## src/rtl/shk_arb_pkg.sv

```systemverilog
// Shared types for the shake-bus arbiter: FSM encoding, error flag positions
// and the grant-index width helper.
package shk_arb_pkg;

    typedef enum logic [1:0] {
        ST_ARB  = 2'd0,
        ST_BUSY = 2'd1,
        ST_RELS = 2'd2,
        ST_LOCK = 2'd3
    } shk_arb_state_e;

    localparam int unsigned ERR_TIMEOUT = 0;
    localparam int unsigned ERR_DROP    = 1;
    localparam int unsigned ERR_STRAY   = 2;

    // Ceiling log2, never less than 1 so a single-bit index always exists.
    function automatic int unsigned shk_log2(input int unsigned n);
        int unsigned r;
        r = 0;
        while ((32'd1 << r) < n) begin
            r++;
        end
        return (r < 1) ? 1 : r;
    endfunction

endpackage

```

## src/rtl/shk_arb_pick.sv

```systemverilog
// Combinational master pick: round-robin scan from ptr+1 with wrap, or
// lowest-index priority when SHK_ARB_FIXED_PRIO_EN is defined.
module shk_arb_pick #(
    parameter int unsigned NB_MST = 2,
    parameter int unsigned WD_ID  = 1
) (
    input  logic [NB_MST-1:0] i_valid,
    input  logic [WD_ID-1:0]  i_ptr,
    output logic [WD_ID-1:0]  o_idx,
    output logic              o_found
);

`ifdef SHK_ARB_FIXED_PRIO_EN
    logic unused_ptr;
    assign unused_ptr = ^i_ptr;

    always_comb begin
        o_idx   = '0;
        o_found = 1'b0;
        // Descending scan: the last hit written is the lowest index.
        for (int unsigned i = NB_MST; i > 0; i--) begin
            if (i_valid[i-1]) begin
                o_idx   = WD_ID'(i - 1);
                o_found = 1'b1;
            end
        end
    end
`else
    always_comb begin
        int unsigned k;
        k       = 0;
        o_idx   = '0;
        o_found = 1'b0;
        // Offsets scanned far-to-near so the nearest one after ptr wins.
        for (int unsigned i = NB_MST; i > 0; i--) begin
            k = (32'(i_ptr) + i) % NB_MST;
            if (i_valid[k]) begin
                o_idx   = WD_ID'(k);
                o_found = 1'b1;
            end
        end
    end
`endif

endmodule

```

## src/rtl/shk_bus_arb.sv

```systemverilog
// Shake-bus arbiter: N masters onto one slave with packet lock, watchdog and
// sticky error flags. Define SHK_ARB_FIXED_PRIO_EN for fixed-priority picking.
module shk_bus_arb
    import shk_arb_pkg::*;
#(
    parameter int unsigned NB_SHK_MST  = 2,
    parameter int unsigned WD_SHK_DATA = 8,
    parameter int unsigned WD_SHK_ADDR = 8,
    parameter int unsigned WD_TIMEOUT  = 20,
    parameter int unsigned WD_ERR_INFO = 4,
    parameter int unsigned WD_MST_ID   = shk_log2(NB_SHK_MST)
) (
    input  logic                            i_sys_clk,
    input  logic                            i_sys_resetn,
    input  logic [NB_SHK_MST-1:0]           s_shk_arb_valid,
    input  logic [NB_SHK_MST-1:0]           s_shk_arb_msync,
    input  logic [NB_SHK_MST*WD_SHK_DATA-1:0] s_shk_arb_mdata,
    input  logic [NB_SHK_MST*WD_SHK_ADDR-1:0] s_shk_arb_maddr,
    output logic [NB_SHK_MST-1:0]           s_shk_arb_ready,
    output logic [NB_SHK_MST-1:0]           s_shk_arb_ssync,
    output logic [WD_SHK_DATA-1:0]          s_shk_arb_sdata,
    output logic [WD_SHK_ADDR-1:0]          s_shk_arb_saddr,
    output logic                            m_shk_arb_valid,
    output logic                            m_shk_arb_msync,
    output logic [WD_SHK_DATA-1:0]          m_shk_arb_mdata,
    output logic [WD_SHK_ADDR-1:0]          m_shk_arb_maddr,
    input  logic                            m_shk_arb_ready,
    input  logic                            m_shk_arb_ssync,
    input  logic [WD_SHK_DATA-1:0]          m_shk_arb_sdata,
    input  logic [WD_SHK_ADDR-1:0]          m_shk_arb_saddr,
    output logic [WD_MST_ID-1:0]            m_arb_grant_id,
    output logic                            m_arb_grant_act,
    input  logic                            i_err_clr,
    output logic [WD_ERR_INFO-1:0]          m_err_arb_info1
);

    shk_arb_state_e         state_q, state_d;
    logic [WD_MST_ID-1:0]   grant_id_q, grant_id_d;
    logic [WD_MST_ID-1:0]   rr_ptr_q, rr_ptr_d;
    logic [WD_TIMEOUT-1:0]  wd_cnt_q, wd_cnt_d;
    logic [WD_ERR_INFO-1:0] err_q, err_d;
    logic                   rdy_q, rdy_d;

    logic [WD_ERR_INFO-1:0] err_set;
    logic                   rdy_edge;
    logic                   routed;
    logic [WD_MST_ID-1:0]   pick_idx;
    logic                   pick_found;
    logic                   own_valid;
    logic                   own_msync;
    logic [WD_SHK_DATA-1:0] own_data;
    logic [WD_SHK_ADDR-1:0] own_addr;

    shk_arb_pick #(
        .NB_MST (NB_SHK_MST),
        .WD_ID  (WD_MST_ID)
    ) u_pick (
        .i_valid (s_shk_arb_valid),
        .i_ptr   (rr_ptr_q),
        .o_idx   (pick_idx),
        .o_found (pick_found)
    );

    assign rdy_d    = m_shk_arb_ready;
    assign rdy_edge = m_shk_arb_ready & ~rdy_q;
    assign routed   = (state_q == ST_BUSY) || (state_q == ST_RELS);

    always_comb begin
        own_valid = 1'b0;
        own_msync = 1'b0;
        own_data  = '0;
        own_addr  = '0;
        for (int unsigned k = 0; k < NB_SHK_MST; k++) begin
            if (grant_id_q == WD_MST_ID'(k)) begin
                own_valid = s_shk_arb_valid[k];
                own_msync = s_shk_arb_msync[k];
                own_data  = s_shk_arb_mdata[k*WD_SHK_DATA +: WD_SHK_DATA];
                own_addr  = s_shk_arb_maddr[k*WD_SHK_ADDR +: WD_SHK_ADDR];
            end
        end
    end

    always_comb begin
        s_shk_arb_ready = '0;
        s_shk_arb_ssync = '0;
        for (int unsigned k = 0; k < NB_SHK_MST; k++) begin
            if (routed && (grant_id_q == WD_MST_ID'(k))) begin
                s_shk_arb_ready[k] = m_shk_arb_ready;
                s_shk_arb_ssync[k] = m_shk_arb_ssync;
            end
        end
    end

    always_comb begin
        state_d    = state_q;
        grant_id_d = grant_id_q;
        rr_ptr_d   = rr_ptr_q;
        err_set    = '0;
        unique case (state_q)
            ST_ARB: begin
                if (rdy_edge) err_set[ERR_STRAY] = 1'b1;
                if (pick_found) begin
                    grant_id_d = pick_idx;
                    state_d    = ST_BUSY;
                end
            end
            ST_BUSY: begin
                if (rdy_edge) begin
                    state_d = ST_RELS;
                end else if (!own_valid) begin
                    err_set[ERR_DROP] = 1'b1;
                    state_d           = ST_ARB;
                    rr_ptr_d          = grant_id_q;
                end
            end
            ST_RELS: begin
                if (!own_valid && !m_shk_arb_ready) begin
                    if (own_msync) begin
                        state_d = ST_LOCK;
                    end else begin
                        state_d  = ST_ARB;
                        rr_ptr_d = grant_id_q;
                    end
                end
            end
            ST_LOCK: begin
                if (rdy_edge) err_set[ERR_STRAY] = 1'b1;
                if (own_valid) begin
                    state_d = ST_BUSY;
                end else if (!own_msync) begin
                    state_d  = ST_ARB;
                    rr_ptr_d = grant_id_q;
                end
            end
            default: state_d = ST_ARB;
        endcase

        // Watchdog expiry overrides whatever the owner's state would do.
        if (wd_cnt_q[WD_TIMEOUT-1]) begin
            err_set[ERR_TIMEOUT] = 1'b1;
            state_d              = ST_ARB;
            rr_ptr_d             = grant_id_q;
        end

        if ((state_d != state_q) || rdy_edge) begin
            wd_cnt_d = '0;
        end else if (state_q != ST_ARB) begin
            wd_cnt_d = wd_cnt_q + WD_TIMEOUT'(1);
        end else begin
            wd_cnt_d = wd_cnt_q;
        end

        err_d = (err_q & ~{WD_ERR_INFO{i_err_clr}}) | err_set;
    end

    always_ff @(posedge i_sys_clk or negedge i_sys_resetn) begin
        if (!i_sys_resetn) begin
            state_q    <= ST_ARB;
            grant_id_q <= '0;
            rr_ptr_q   <= '0;
            wd_cnt_q   <= '0;
            err_q      <= '0;
            rdy_q      <= 1'b0;
        end else begin
            state_q    <= state_d;
            grant_id_q <= grant_id_d;
            rr_ptr_q   <= rr_ptr_d;
            wd_cnt_q   <= wd_cnt_d;
            err_q      <= err_d;
            rdy_q      <= rdy_d;
        end
    end

    assign m_arb_grant_act = (state_q != ST_ARB);
    assign m_arb_grant_id  = grant_id_q;
    assign m_shk_arb_valid = (state_q == ST_BUSY) & own_valid;
    assign m_shk_arb_msync = m_arb_grant_act & own_msync;
    assign m_shk_arb_mdata = m_arb_grant_act ? own_data : '0;
    assign m_shk_arb_maddr = m_arb_grant_act ? own_addr : '0;
    assign s_shk_arb_sdata = m_shk_arb_sdata;
    assign s_shk_arb_saddr = m_shk_arb_saddr;
    assign m_err_arb_info1 = err_q;

endmodule

```

## config.mk

```make
export PLATFORM = sky130hd
export DESIGN_NAME = shk_bus_arb
export DESIGN_NICKNAME = d
export VERILOG_FILES = /design/src/rtl/shk_arb_pkg.sv /design/src/rtl/shk_arb_pick.sv /design/src/rtl/shk_bus_arb.sv
export SDC_FILE = /design/constraint.sdc
export NUM_CORES = 1
export LEC_CHECK = 0
export BUFFER_PORTS_ARGS = -buffer_cell sky130_fd_sc_hd__buf_2
export CAP_MARGIN = 20
export CORE_MARGIN = 2
export CORE_UTILIZATION = 48
export CTS_BUF_LIST = sky130_fd_sc_hd__clkbuf_8 sky130_fd_sc_hd__clkbuf_16
export DETAILED_ROUTE_END_ITERATION = 6
export PLACE_DENSITY = 0.9
export SLEW_MARGIN = 40
export SYNTH_ARGS = -nofsm -noshare
export SYNTH_HDL_FRONTEND = slang
export SYNTH_SLANG_ARGS = --single-unit
```

## constraint.sdc

```tcl
create_clock -name i_sys_clk -period 2.9 [get_ports i_sys_clk]
set_clock_uncertainty 0.05 [all_clocks]
set_input_delay 0.145 -clock i_sys_clk [delete_from_list [all_inputs] [get_ports i_sys_clk]]
set_output_delay 0.145 -clock i_sys_clk [all_outputs]
set_load 0.03 [all_outputs]
```

==> results_dict.tcl <==
set metrics [dict create \
    ff_latch_area_um2 726 \
    synthCells 244 \
    yosysTopAreaCell "dfrtp_1" \
    pin_count 101 \
    slew_headroom_pct 55.6 \
    via_count 1939 \
    cp_max_fo 29 \
    wl_met2_um 2690 \
    synth_area_um2 2230 \
    grt_pass1_vias 1914 \
    wirelength_um 5210 \
    hp-class "in -> reg" \
    powerDensity_nw_per_um2 952 \
    vias_per_cell 5.54 \
    n_antenna_cell 0 \
    drive_gt1_share_pct 32.9 \
    r2r-start "state_q[1]" \
    stdcell_area_um2 2600 \
    grt_pass1_wl_um 8580 \
    cts_max_level 2 \
    cts_resized 0 \
    worst_r2r_endpoint "wd_cnt_q[1]" \
    synthFlopType "dfrtp_1" \
    wl_met3_um 404 \
    hold_viol 0 \
    slew_viol_final 0 \
    antenna_found_initial 0 \
    yosysTopAreaCellShare_pct 32.5 \
    drt_first_pass_iters 4 \
    highest_layer "met4" \
    drt-wirelength-per-cell_um 14.9 \
    post_cts_buffers 0 \
    gp_congestion 0.919 \
    critPathRequiredTime_ps 3020 \
    cts_tree "yes" \
    yosys_warnings 0 \
    rsz0062_at_grt "no" \
    worst_r2r_path_depth 9 \
    worst_pin_slew_ps 667 \
    path_clk_slew_ps 70 \
    switching_share_pct 50.7 \
    synth_nets 306 \
    die_h_um 72.2 \
    p_comb_share_pct 63.6 \
    start_util_pct 50.6 \
    fin_crit_ps 2510 \
    start_kind "flop" \
    reg2reg_slack_ps 390 \
    cts_buffers 5 \
    insertion_delay_ps 290 \
    cts_root_buf "clkbuf_8" \
    path_class "reg -> reg" \
    io_buffer_count 68 \
    hpwlAfterDp_um 3850 \
    power_frac_seq_pct 21.4 \
    grt_usage_pct 21.2 \
    fp.dieW_um 72.2 \
    setup-violations-final 0 \
    num_rows 24 \
    m1WireLength_um 1990 \
    layout-area-overhead-vs-synth_pct 16.4 \
    die_area_um2 5210 \
    multi_input_area_um2 1270 \
    max_freq_mhz 398 \
    p_int_mw 1.22 \
    status "complete, no violations" \
    drtIter0Drc 87 \
    ir_drop_uv 644 \
    crit_start "state_q[1]" \
    min_period_over_period_pct 86.6 \
    num-nets-final 359 \
    p_clk_share_pct 15.1 \
    synthTopCellsByArea "dfrtp_1 33%, mux2i_1 8.5%, buf_4 5.7%" \
    worst_setup_path_end_kind "flop" \
    hold_buffers 2 \
    cts_max_path_buffers 2 \
    clock_sinks 29 \
    n_fill_cell 357 \
    cp-endpoint "wd_cnt_q[1]" \
    synthDistinctLibCells 54 \
    syn_area_per_cell_um2 9.15 \
    core_um2 4410 \
    ant_nets 0 \
    synth-edff-count 0 \
    place_area_um2 2480 \
    async_flop_share_pct 100 \
    grt_remaining_overflow 0 \
    ys_ff_latch 29 \
    p_sw_mw 1.25 \
    drc 0 \
    grt_max_degree 30 \
    arrival_ps 2640 \
    tns_ps 0 \
    ys_seq_area_share_pct 32.5 \
    leakagePower_nw 1.28 \
    cap_viol_max_count 0 \
]
[flip-flops by register name (all words and copies together) (netlist names)]
register / flops
wd_cnt_q: 20
rr_ptr_q: 1
m_err_arb_info1: 4
rdy_q: 1
m_arb_grant_id: 1
state_q: 2
[stage by stage]
| stage | hold slack (ps) | power, mW | instances | util [%] | worst slack [ps] |
|---|---|---|---|---|---|
| floorplan | -201 | 1.78 | 244 | - | 628 |
| global placement | 153 | 2.06 | 340 | 56.1 | 543 |
| detailed placement | 168 | 2.10 | 340 | 56.1 | 434 |
| CTS | 33.2 | 2.49 | 350 | 58.8 | 392 |
| global route | 39.1 | 2.63 | 350 | 58.8 | 147 |
| finish | 44.3 | 2.47 | 350 | 58.8 | 389 |
[worst max-delay path, cell delays in order (launching register included)]
cell and delay, ps:
dfrtp_1 490, inv_1 130, ha_1 220, buf_4 240, inv_1 140, o21bai_1 90
a222oi_1 370, o211ai_1 140, buf_4 220, nor4b_1 290
[final cells by class]
type                       count  share of cell area, %
clock buffer                   7                   3.71
inverter                       7                   1.01
timing repair buffer          76                   15.6
tap                           52                   2.50
sequential                    29                   27.9
multi-input combinational    178                   49.0
clock inverter                 1                  0.193
[cell usage after synthesis (2+ instances only)]
cell type  number
a31oi_1         2
or4_1           2
nor3_4          2
buf_2           2
nand2_1        21
mux2_2          3
and3_1          2
buf_1           4
nor4b_2         3
nor2b_1         4
clkbuf_8        2
and3b_1         3
nand2b_1        2
xnor2_1        13
nor4b_1         5
nor3_1         14
a21oi_1         4
nor4_1          2
nand3_1         6
clkbuf_1        4
and2_1          4
or4b_2          2
nand4_1         5
buf_4          17
mux2i_1        19
ha_1            5
nor2_1         22
a21o_1          2
inv_1           7
o21ai_0         4
xor2_1          6
dfrtp_1        29
[kinds of logic (layout without fill, tap and decap cells)]
family,after synthesis,after routing,synth area share [%]
AO/OA/AOI/OAI,25,25,8.52
adder cells (fa/ha/maj),5,5,2.80
flip-flops,29,29,32.5
XOR/XNOR,19,19,7.46
buffers and inverters,37,91,10.4
multiplexers,22,22,10.0
AND/OR/NAND/NOR,107,107,28.3
[power groups by stage]
stage	Clock [mW]	Combinational [mW]	Sequential, mW
floorplan	0	1.23	0.547
global placement	0	1.54	0.526
detailed placement	0	1.57	0.532
CTS	0.380	1.58	0.527
global route	0.397	1.69	0.536
finish	0.373	1.57	0.528
[layout by cell type (no fill, tap or decap), types with 5 or more instances in the layout]
master	synthesis	layout
buf_2	2	68
dfrtp_1	29	29
nor2_1	22	22
nand2_1	21	21
mux2i_1	19	19
nor3_1	14	14
xnor2_1	13	13
inv_1	7	7
clkbuf_8	2	7
nand3_1	6	6
xor2_1	6	6
buf_4	17	6
nand4_1	5	5
nor4b_1	5	5
ha_1	5	5
[worst min path at each step]
stage | to | cells after the start | slack [ps] | start
after global placement | wd_cnt_q[4] | 1 | 150 | i_sys_resetn
final | rdy_q | 1 | 40 | m_shk_arb_ready
after CTS | rdy_q | 1 | 30 | m_shk_arb_ready
after global routing | rdy_q | 1 | 40 | m_shk_arb_ready
after detailed placement | wd_cnt_q[6] | 1 | 170 | i_sys_resetn
after floorplan | m_arb_grant_id | 0 | -200 | i_sys_resetn
[metal layers]
layer  track usage [%]  vias to the layer above
met5                 0                        -
met4              9.64                        0
met3              4.86                       13
met2              37.9                       89
met1              23.8                      888
li1                  -                      949
No activity file was read; power rests on OpenSTA's default activity.
